<file path="src/rtl/pipe_stage_buf.sv">
// Generic pipeline stage register with a valid/ready handshake, flush-to-bubble,
// an optional 2-entry skid buffer and saturating stall/bubble counters.
module pipe_stage_buf #(
  parameter int                DATA_W      = 32,
  parameter int                CTRL_W      = 16,
  parameter logic [CTRL_W-1:0] BUBBLE_CTRL = '0,
  parameter bit                SKID        = 1'b1,
  parameter int                CNT_W       = 16
) (
  input  logic              clk,
  input  logic              reset,
  input  logic              flush,
  input  logic              in_valid,
  output logic              in_ready,
  input  logic [DATA_W-1:0] in_data,
  input  logic [CTRL_W-1:0] in_ctrl,
  output logic              out_valid,
  input  logic              out_ready,
  output logic [DATA_W-1:0] out_data,
  output logic [CTRL_W-1:0] out_ctrl,
  output logic [CNT_W-1:0]  stall_cnt,
  output logic [CNT_W-1:0]  bubble_cnt
);

  typedef struct packed {
    logic [CTRL_W-1:0] ctrl;
    logic [DATA_W-1:0] data;
  } entry_t;

  entry_t m_q, s_q, in_ent;
  logic   m_vld, s_vld;
  logic   xfer_in, xfer_out;

  assign in_ent   = '{ctrl: in_ctrl, data: in_data};
  assign xfer_in  = in_valid && in_ready;
  assign xfer_out = m_vld && out_ready;

  // With the skid entry, in_ready depends only on state, breaking the
  // combinational ready chain through the pipeline.
  generate
    if (SKID) begin : g_skid
      assign in_ready = !s_vld;
    end else begin : g_noskid
      assign in_ready = !m_vld || out_ready;
    end
  endgenerate

  always_ff @(posedge clk) begin
    if (reset) begin
      m_vld <= 1'b0;
      s_vld <= 1'b0;
      m_q   <= '0;
      s_q   <= '0;
    end else if (flush) begin
      m_vld <= 1'b0;
      s_vld <= 1'b0;
    end else if (xfer_out) begin
      if (s_vld) begin
        m_q   <= s_q;
        s_vld <= 1'b0;
      end else if (xfer_in) begin
        m_q <= in_ent;
      end else begin
        m_vld <= 1'b0;
      end
    end else if (xfer_in) begin
      if (!m_vld) begin
        m_q   <= in_ent;
        m_vld <= 1'b1;
      end else if (SKID) begin
        s_q   <= in_ent;
        s_vld <= 1'b1;
      end
    end
  end

  always_ff @(posedge clk) begin
    if (reset) begin
      stall_cnt  <= '0;
      bubble_cnt <= '0;
    end else begin
      if (m_vld && !out_ready && stall_cnt != '1) stall_cnt <= stall_cnt + CNT_W'(1);
      if (!m_vld && bubble_cnt != '1)             bubble_cnt <= bubble_cnt + CNT_W'(1);
    end
  end

  assign out_valid = m_vld;
  assign out_data  = m_q.data;
  assign out_ctrl  = m_vld ? m_q.ctrl : BUBBLE_CTRL;

endmodule

</file>
<file path="config.mk">
export PLATFORM = sky130hd
export DESIGN_NAME = pipe_stage_buf
export DESIGN_NICKNAME = d
export VERILOG_FILES = /design/src/rtl/pipe_stage_buf.sv
export SDC_FILE = /design/constraint.sdc
export NUM_CORES = 1
export LEC_CHECK = 0
export ABC_AREA = 1
export CORE_ASPECT_RATIO = 0.8
export CORE_MARGIN = 4
export CORE_UTILIZATION = 51
export DETAILED_ROUTE_END_ITERATION = 12
export HOLD_SLACK_MARGIN = 0.15
export PLACE_DENSITY = 0.8
export SYNTH_ARGS = -nofsm -noshare
export SYNTH_HDL_FRONTEND = slang
export SYNTH_SLANG_ARGS = --single-unit
</file>
<file path="constraint.sdc">
create_clock -name clk -period 1.5 [get_ports clk]
set_input_delay 0.3 -clock clk [delete_from_list [all_inputs] [get_ports clk]]
set_output_delay 0.3 -clock clk [all_outputs]
set_load 0.005 [all_outputs]
</file>
* Word-level counts from Yosys, hierarchy flattened
Index checks and enable logic that the tools add are counted.
** Word-level totals
- Register bits after elaboration :: 130
- Output and inout bits :: 82
- Word-level logic and storage cells :: 43
** Cells by class
- Equality and inequality tests :: 5
- Bitwise operators :: 2
- Multiplexer cells :: 10
- Add/subtract/negate cells :: 2
- Reductions and logical operators :: 16
** Operators by type and width (number)
- 48-bit 2-to-1 mux :: 5
- 16-bit by 1-bit adder with 16-bit output, second input constant :: 2
- 16-bit != test, second input constant :: 2
- 16-bit 2-to-1 mux :: 1
- 4-bit AND reduction :: 2
- 1-bit logical AND :: 5
- 1-bit 2-to-1 mux :: 4
- 2-bit != test, second input constant :: 2
- 2-bit nonzero test :: 2
- 1-bit logical NOT :: 3
- 3-bit AND reduction :: 1
- 3-bit OR reduction :: 1
- 2-bit by 1-bit != test with 1-bit output, second input constant :: 1
- 1-bit NOT :: 2
- 2-bit AND reduction :: 1
- 2-bit OR reduction :: 1

* Logic depth before layout (Yosys ltp)
Gate-level depths: netlist of the first run.
- Word-level depth :: 5
- Gate-level depth with buffers :: 10

* Worst setup path before layout of the first run
Ideal clock, no wire load.
- Path type :: register to register
- Start :: reg stall_cnt[0]
- End :: reg stall_cnt[13]
- Cell stages (with the launch flop) :: 8
- Arrival time :: 1264 ps
- Library setup time :: 115 ps
- Period minus slack after synthesis :: 1379 ps
- Setup slack :: 121 ps
- Required time :: 1385 ps
- Cells stage by stage :: dfxtp_1 -> ha_1 -> inv_1 -> nor2_2 -> nand4_2 -> buf_2 -> a21oi_1 -> nor2_1
** On the way
- Word-level cells in the longest chain between the ends :: 2
- Elaborated cells between the ends (all ways) :: 3
- Those cells by class :: add/sub: 1; eq/ne: 1; reduce/logical: 1
** RTL lines
- start, declared :: line 21 : output logic [CNT_W-1:0] stall_cnt,
- start signal, assigned :: line 82 : if (m_vld && !out_ready && stall_cnt != '1) stall_cnt <= stall_cnt + CNT_W'(1);
- parallel branches: the longest is 2 deep, another holds 16-bit by 1-bit adder with 16-bit output
Several ways; the timed one is not identified.
A chain may end at the register's enable or synchronous reset.

* Final worst setup path of the first run
- Start :: reg m_vld, in the netlist out_valid
- End :: reg stall_cnt[12]
** On the way
- Word-level cells in the longest chain between the ends :: 2
** RTL lines
- start, declared :: line 31 : logic m_vld, s_vld;
- start signal, assigned :: line 50 : m_vld <= 1'b0;
- start signal, assigned :: line 55 : m_vld <= 1'b0;
- start signal, assigned :: line 64 : m_vld <= 1'b0;
- 1-bit logical AND (2 in a row) :: line 82
No other way between the ends.

==> impl_metrics.tcl, run 1 <==
set metrics [dict create \
    coreArea_um2 12200 \
    library_cell_with_the_highest_instance_count_after_synthesis "nand2_1" \
    grt_start_max_net_pins 51 \
    timing.critical_path.arrival_ns 2.01 \
    final_cell_area_um2 9690 \
    post_layout_min_period_ns 1.70 \
    endpoint_kind_of_the_worst_setup_timing_path "flop" \
    insertion_delay_ns 0.42 \
    clock_tree.root_cell "clkbuf_16" \
    antenna_found_initial 0 \
    placed_cell_area_um2 7670 \
    slew_viol_final 0 \
    clk_pin_slew_ns 0.06 \
    mappedNetlistArea_um2 6310 \
    globalRouteTotalUtil_pct 25.4 \
    die_y_um 107 \
    timing.final.crit_share_pct 113 \
    floorplan.die_area_um2 14200 \
    worst_ir_drop_vdd_mv 0.836 \
    num-fill-cells 792 \
    timing.clock.skew_ns 0.00752 \
    synth_largest_area_cell "dfxtp_1" \
    top_ff_cell_synth "dfxtp_1" \
    hold_path.class "flop to flop" \
    post_route_cells_drive_above_1_share_pct 33.1 \
    grt_first_pass_wirelength_mm 29.6 \
    post-route-drc-count 0 \
    grt_overflow 0 \
    violations "setup timing" \
    clk_path_buf_depth 2 \
    synth.yosys.warnings 0 \
    path_class "flop to flop" \
    fin_util_pct 79.7 \
    reg2reg_setup_slack_ns -0.20 \
    detail_route.wl_per_cell_um 17.6 \
    ctsHoldBuffers 0 \
    cts.sinks 130 \
    number_of_ports_placed_on_the_die_boundary 135 \
    cts_inserted_buffers 17 \
    wirelength_mm 21.5 \
    final_cells 1221 \
    initial_core_util_pct 51.9 \
    fp.dieW_um 132 \
    fin_nets 1111 \
    worst-slew-pin-transition_ns 0.445 \
    gate_count_after_technology_mapping 905 \
    post_synth_num_cell_types 29 \
    synth.top_cell.area_share_pct 41.2 \
    power_density_nw_per_um2 917 \
    clock.fmax_mhz 588 \
    ctsHtreeMaxLevel 4 \
    synth_enable_flop_cells 0 \
    first_global_vias 6039 \
    run_status "finished, violations left" \
    antenna_cells_inserted 0 \
    drtAntennaViolNets 0 \
    drt_iter0_drc 556 \
    syn-mean-instance-area_um2 6.97 \
    syn2layout_area_growth_pct 53.6 \
    viasPerCell 5.72 \
    static-leakage-power_nw 4.24 \
    design_power_total_mw 8.89 \
    tns_ns -11.01 \
    timing.max_slew.rel_slack_pct 70.2 \
    cap_viol_max_count 0 \
    async_reset_ff_share_pct 0 \
    worst-path-max-fanout 6 \
    place.gp.congestion 0.878 \
    dp.final_hpwl_mm 10.7 \
    std_cell_rows 36 \
    critical_path_required_ns 1.81 \
    final_hold_viol_count 0 \
    synth_seq_cells 130 \
    routed-via-count 6979 \
    postLayoutSetupSlackWorst_ns -0.199 \
    numPortBuffers 134 \
    dr.pass1.iters 5 \
    worstSetupStartpointType "flop" \
    grt_setup_unrepaired "true" \
    net_count_after_synthesis 960 \
    synth_area_leaders "dfxtp_1, nand2_1, nor2_1" \
    cell_types_with_the_highest_counts_after_synthesis "nand2_1, dfxtp_1, nor2_1" \
    timing.final.setup_violations 123 \
    synth_seq_area_share_pct 41.2 \
    post-place-cells 1141 \
    cts_tree "built" \
]
metrics by stage:
stage,hold WS [ns],setup WS (ns)
2_1_floorplan,0.369,0.121
3_3_place_gp,0.432,-0.294
3_5_place_dp,0.438,-0.344
4_1_cts,0.447,-0.156
5_1_grt,0.460,-0.244
6_report,0.447,-0.199
cells by family (layout without fill, tap and decap cells):
group                    count (synthesis)  after routing  share of synthesized area [%]
XOR/XNOR                                 1              1                          0.139
flip-flops                             130            130                           41.2
adder cells (fa/ha/maj)                  2              2                          0.396
AND/OR/NAND/NOR                        332            332                           21.8
buffers and inverters                  179            343                           14.8
AO/OA/AOI/OAI                          261            261                           21.7
worst max-delay path, cell delays in order (launching register included):
cell     delay, ns
dfxtp_4       0.39
buf_16        0.12
buf_8         0.10
buf_6         0.11
nand2_8       0.07
nor2_4        0.21
nand2_4       0.10
nor2_4        0.16
nand2_1       0.11
nand2_1       0.12
a21oi_2       0.07
sequential cells by signal, indices dropped and copies added, names as in the netlist:
signal / count
out_valid: 1
out_data: 32
m_q: 16
bubble_cnt: 16
stall_cnt: 16
s_q: 48
s_vld: 1
worst paths after layout:
| kind | from | end | cells after the start |
|---|---|---|---|
| worst min-delay path | s_q[9] | s_q[9] | 2 |
| worst max-delay path | out_valid | stall_cnt[12] | 10 |
| worst min register to register | s_q[9] | s_q[9] | 2 |
| worst max register to register | out_valid | stall_cnt[12] | 10 |
area by class of cell:
type / count / area [um2] / share of cell area (%)
multi-input cells: 596 / 3460 / 35.7
flip-flops and latches: 130 / 2680 / 27.7
repair buffers: 222 / 2430 / 25.0
clock buffers: 21 / 460 / 4.75
inverters: 89 / 343 / 3.54
well taps: 152 / 190 / 1.96
clock inverters: 11 / 128 / 1.32
cell usage in the layout (no fill, tap or decap), types with 22 or more instances in the layout:
master,n
a21oi_1,37
a21oi_2,30
a31oi_1,44
buf_4,43
buf_6,22
clkbuf_16,28
clkdlybuf4s50_1,52
dfxtp_1,94
dfxtp_2,23
dlygate4sd2_1,65
inv_1,67
nand2_1,123
nand3_1,26
nor2_1,109
o21ai_1,71
o21ai_2,58
where the power goes:
part	leakage, nW	internal [mW]	total, mW	switching, mW
Sequential	1.08	3.56	3.64	0.0815
Clock	0.280	2.54	4.16	1.62
Combinational	2.88	0.525	1.08	0.554
Total	4.24	6.63	8.89	2.26
repair_timing:
action                                  in CTS  in global routing
gates resized for setup                    242                224
endpoints found under the setup margin      94                134
buffers inserted                            22                 11
cloned                                       5                 13
pin swaps                                    4                 35
per-layer routing:
metal | up-vias | global-route usage, % | wire (um)
li1 | 3257 | - | -
met1 | 3282 | 32.0 | 8380
met2 | 383 | 42.1 | 10500
met3 | 57 | 7.48 | 2080
met4 | 0 | 8.16 | 541
met5 | - | 0 | 0
(Power assumes the default switching activity.)
==> run 2, diff against run 1 <==
--- a/config.mk
+++ b/config.mk
@@ -6,12 +6,13 @@
 export NUM_CORES = 1
 export LEC_CHECK = 0
 export ABC_AREA = 1
+export CAP_MARGIN = 20
 export CORE_ASPECT_RATIO = 0.8
 export CORE_MARGIN = 4
-export CORE_UTILIZATION = 51
+export CORE_UTILIZATION = 50
 export DETAILED_ROUTE_END_ITERATION = 12
 export HOLD_SLACK_MARGIN = 0.15
-export PLACE_DENSITY = 0.8
+export PLACE_DENSITY = 0.79
 export SYNTH_ARGS = -nofsm -noshare
 export SYNTH_HDL_FRONTEND = slang
 export SYNTH_SLANG_ARGS = --single-unit
==> impl_metrics.tcl, run 2 (same netlist as run 1, synthesis figures left out) <==
set metrics [dict create \
    run_status "finished, violations left" \
    violations "setup timing" \
    first_global_vias 6293 \
    place_ws_ns -0.331 \
    postLayoutSetupSlackWorst_ns -0.226 \
    category_of_cells_accounting_for_the_largest_share_of_critical_path_delay "buffers and inverters" \
    power_density_nw_per_um2 890 \
    coreArea_um2 12300 \
    cts.sinks 130 \
    timing.max_slew.rel_slack_pct 76.6 \
    post_route_cells_drive_above_1_share_pct 34.5 \
    slowest_delay_ns 0.38 \
    mostFrequentLayoutCells "nand2_1, nor2_1, dfxtp_1, inv_1, dlygate4sd2_1" \
    place.gp.congestion 0.861 \
    grt_overflow 0 \
    final_hold_viol_count 0 \
    insertion_delay_ns 0.42 \
    numPortBuffers 134 \
    routed-via-count 7004 \
    dr.pass1.iters 5 \
    endpoint_kind_of_the_worst_setup_timing_path "flop" \
    cp.buffers_inverters 5 \
    slew_viol_final 0 \
    antenna_found_initial 0 \
    drt_iter0_drc 643 \
    ctsHtreeMaxLevel 4 \
    reg2reg_setup_slack_ns -0.23 \
    cts_tree "built" \
    layout_commonest_cell "nand2_1" \
    largest_register_ffs 48 \
    std_cell_rows 36 \
    fin_nets 1118 \
    post_layout_min_period_ns 1.73 \
    cts_inserted_buffers 17 \
    critical_path.slowest_cell "dfxtp_4" \
    timing.critical_path.arrival_ns 2.03 \
    timing.final.setup_violations 122 \
    floorplan.die_area_um2 14500 \
    critical_path_required_ns 1.80 \
    fin_util_pct 80.5 \
    clock.fmax_mhz 579 \
    drtAntennaViolNets 0 \
    path_cells "buf_16 > buf_6 > buf_6 > nand2_8 > buf_4 > nand3_4 > buf_6 > o21ai_1 > a21oi_1" \
    clock_tree.root_cell "clkbuf_16" \
    initial_core_util_pct 51.5 \
    cap_viol_max_count 0 \
    worst-slew-pin-transition_ns 0.350 \
    worst-path-max-fanout 13 \
    worst_ir_drop_vdd_mv 1.03 \
    post-route-drc-count 0 \
    static-leakage-power_nw 4.25 \
    register_name_with_the_most_flops "s_q" \
    grt_first_pass_wirelength_mm 30.6 \
    worstSetupStartpointType "flop" \
    number_of_ports_placed_on_the_die_boundary 135 \
    timing.final.crit_share_pct 115 \
    syn2layout_area_growth_pct 56.3 \
    timing.clock.skew_ns 0.00792 \
    path_class "flop to flop" \
    globalRouteTotalUtil_pct 26.2 \
    clk_pin_slew_ns 0.06 \
    grt_setup_unrepaired "true" \
    antenna_cells_inserted 0 \
    post-place-cells 1163 \
    fp.dieW_um 134 \
    detail_route.wl_per_cell_um 18.0 \
    cpMostUsedCell "buf_6" \
    dp.final_hpwl_mm 10.8 \
    final_cells 1246 \
    viasPerCell 5.62 \
    clk_path_buf_depth 2 \
    wirelength_mm 22.5 \
    hold_path.class "flop to flop" \
    grt_start_max_net_pins 56 \
    die_y_um 108 \
]
[run 2: cell types whose count changed in the layout (fill, tap and decap cells not counted), sizes merged]
| cell | delta |
|---|---|
| buf | +15 |
| bufinv | -1 |
| clkbuf | -10 |
| clkinv | +1 |
| inv | +1 |
[run 2: area by class of cell]
class	count	area, um2
multi-input combinational	596	3620
tap	171	214
fill	809	2380
clock inverter	12	108
inverter	89	345
clock buffer	19	453
timing repair buffer	229	2450
sequential	130	2670
[run 2: per-stage QoR]
step / cell area [um2] / hold WS [ns] / TNS [ns] / power [mW]
finish: 9870 / 0.459 / -13.30 / 8.78
CTS: 9040 / 0.449 / -4.90 / 8.58
global placement: 7740 / 0.433 / -26.05 / 4.58
detailed placement: 7740 / 0.438 / -27.53 / 4.60
global route: 9870 / 0.468 / -19.87 / 9.06
floorplan: 6310 / 0.369 / 0 / 4.20
[run 2: final timing paths]
check                 end  cells after the start       from
max          out_data[31]                      9  out_valid
min               s_q[29]                      2    s_q[29]
max reg2reg  out_data[31]                      9  out_valid
min reg2reg       s_q[29]                      2    s_q[29]
[run 2: metal layers]
layer	share of wire, %	GRT usage, %	vias to the layer above
li1	-	-	3270
met1	40	33.2	3290
met2	49	43.5	369
met3	7.7	6.14	75
met4	3.4	10.4	0
met5	0	0	-
[run 2: timing repair]
action                                  in CTS  in global routing
hold buffers                                 0                  0
buffers inserted                            26                 11
cloned                                       9                  7
pin swaps                                   10                 40
resized for setup                          322                161
endpoints found under the setup margin     121                142
[run 2: power by group]
part | switching [mW] | total [mW] | internal [mW]
Clock | 1.62 | 3.98 | 2.36
Sequential | 0.0851 | 3.64 | 3.56
Combinational | 0.614 | 1.16 | 0.550
Total | 2.32 | 8.78 | 6.47
[run 2: worst min-delay path: cells and delay by family, from the launching register on]
family          cells  cell delay, ns
compound gates      1            0.05
buf+inv             1            0.07
flops               1            0.29
==> run 3, diff against run 2 <==
--- a/config.mk
+++ b/config.mk
@@ -13,6 +13,7 @@
 export DETAILED_ROUTE_END_ITERATION = 12
 export HOLD_SLACK_MARGIN = 0.15
 export PLACE_DENSITY = 0.79
+export SKIP_LAST_GASP = 1
 export SYNTH_ARGS = -nofsm -noshare
 export SYNTH_HDL_FRONTEND = slang
 export SYNTH_SLANG_ARGS = --single-unit
==> impl_metrics.tcl, run 3 (same netlist as run 1, synthesis figures left out) <==
set metrics [dict create \
    cap_viol_max_count 0 \
    path_cells "buf_16 > buf_6 > buf_6 > nand2_8 > buf_4 > nand3_4 > clkbuf_16 > o21ai_0 > a21oi_1" \
    clk_pin_slew_ns 0.06 \
    wirelength_mm 21.4 \
    fin_util_pct 79.8 \
    global_route.usage.met3_pct 6.09 \
    worst_ir_drop_vdd_mv 1.02 \
    numPortBuffers 134 \
    viasPerCell 5.52 \
    antenna_found_initial 0 \
    floorplan.die_area_um2 14500 \
    grt_first_pass_wirelength_mm 30.0 \
    fp.dieW_um 134 \
    largest_register_ffs 48 \
    die_y_um 108 \
    first_global_vias 6179 \
    final_hold_viol_count 0 \
    post_route_cells_drive_above_1_share_pct 33.2 \
    gr-max-usage-layer "met2" \
    globalRouteMet2Util_pct 42.3 \
    insertion_delay_ns 0.42 \
    dp.final_hpwl_mm 10.8 \
    critical_path_required_ns 1.80 \
    timing.final.crit_share_pct 116 \
    globalRouteTotalUtil_pct 25.6 \
    coreArea_um2 12300 \
    timing.max_slew.rel_slack_pct 77.0 \
    drtAntennaViolNets 0 \
    timing.final.setup_violations 122 \
    worstSetupStartpointType "flop" \
    path_class "flop to flop" \
    fin_nets 1117 \
    clock_tree.root_cell "clkbuf_16" \
    place.gp.congestion 0.861 \
    whs_ns 0.451 \
    category_of_cells_accounting_for_the_largest_share_of_critical_path_delay "buffers and inverters" \
    run_status "finished, violations left" \
    hold_path.class "flop to flop" \
    cts_tree "built" \
    timing.clock.skew_ns 0.00653 \
    static-leakage-power_nw 4.20 \
    ctsHtreeMaxLevel 4 \
    worst-path-max-fanout 13 \
    syn2layout_area_growth_pct 55.0 \
    number_of_ports_placed_on_the_die_boundary 135 \
    clk_path_buf_depth 2 \
    drt_iter0_drc 516 \
    cpMostUsedCell "buf_6" \
    violations "setup timing" \
    post_layout_min_period_ns 1.74 \
    cts.sinks 130 \
    num-fill-cells 810 \
    gr-usage-met1_pct 33.1 \
    clock.fmax_mhz 576 \
    timing.critical_path.arrival_ns 2.04 \
    dr.pass1.iters 6 \
    worstRegToRegCells 9 \
    grt_overflow 0 \
    worst-slew-pin-transition_ns 0.343 \
    hold-path-cell-count 2 \
    routed-via-count 6872 \
    register_name_with_the_most_flops "s_q" \
    mostFrequentLayoutCells "nand2_1, nor2_1, dfxtp_1, o21ai_1, inv_1" \
    cp.buffers_inverters 5 \
    grt_setup_unrepaired "true" \
    antenna_cells_inserted 0 \
    worst-path-stages 9 \
    postLayoutSetupSlackWorst_ns -0.235 \
    power_density_nw_per_um2 892 \
    slew_viol_final 0 \
    detail_route.wl_per_cell_um 17.2 \
    cts_inserted_buffers 17 \
    critical_path.slowest_cell "dfxtp_4" \
    layout_commonest_cell "nand2_1" \
    post-route-drc-count 0 \
    initial_core_util_pct 51.5 \
    endpoint_kind_of_the_worst_setup_timing_path "flop" \
    grt_start_max_net_pins 56 \
    std_cell_rows 36 \
    slowest_delay_ns 0.37 \
]
run 3: per-stage QoR:
| step | setup TNS (ns) | setup WS (ns) | instances | instance area (um2) | power [mW] |
|---|---|---|---|---|---|
| after detailed placement | -27.53 | -0.331 | 1163 | 7740 | 4.60 |
| after global placement | -26.05 | -0.294 | 1163 | 7740 | 4.58 |
| after global routing | -20.58 | -0.267 | 1245 | 9780 | 9.04 |
| final | -13.69 | -0.235 | 1245 | 9780 | 8.73 |
| after floorplan | 0 | 0.121 | 905 | 6310 | 4.20 |
| after CTS | -9.77 | -0.209 | 1229 | 8990 | 8.57 |
run 3: report_power, final:
part | internal, mW | switching [mW] | total (mW)
combinational | 0.544 | 0.587 | 1.13
clock | 2.36 | 1.60 | 3.95
sequential | 3.56 | 0.0822 | 3.64
total | 6.46 | 2.26 | 8.73
run 3: worst reg2reg max path, cell delays in order (launching register included):
cell and delay [ns]:
dfxtp_4 0.37, buf_16 0.15, buf_6 0.12, buf_6 0.12, nand2_8 0.07, buf_4 0.14
nand3_4 0.17, clkbuf_16 0.24, o21ai_0 0.18, a21oi_1 0.06
run 3: repair_timing:
item | 4_1_cts | 5_1_grt
endpoints found under the setup margin | 121 | 142
gates resized for setup | 291 | 172
cloned | 9 | 7
setup buffers | 26 | 12
pin swaps | 10 | 48
hold buffers | 0 | 0
run 3: worst paths after layout:
kind | startpoint | endpoint | slack [ns]
max reg2reg | out_valid | out_data[31] | -0.24
min | s_q[27] | s_q[27] | 0.45
min reg2reg | s_q[27] | s_q[27] | 0.45
max | out_valid | out_data[31] | -0.24
run 3: per-layer routing:
metal | vias to the layer above | part of all wire, %
met5 | - | 0
met4 | 0 | 2.8
met3 | 57 | 8.0
met2 | 335 | 49
met1 | 3221 | 40
li1 | 3259 | -
run 3: area by class of cell:
type	count	area (um2)	share of cell area, %
tap	171	214	2.19
inverter	89	348	3.56
sequential	130	2670	27.3
clock buffer	19	453	4.63
clock inverter	12	108	1.10
multi-input combinational	596	3550	36.3
timing repair buffer	228	2430	24.8
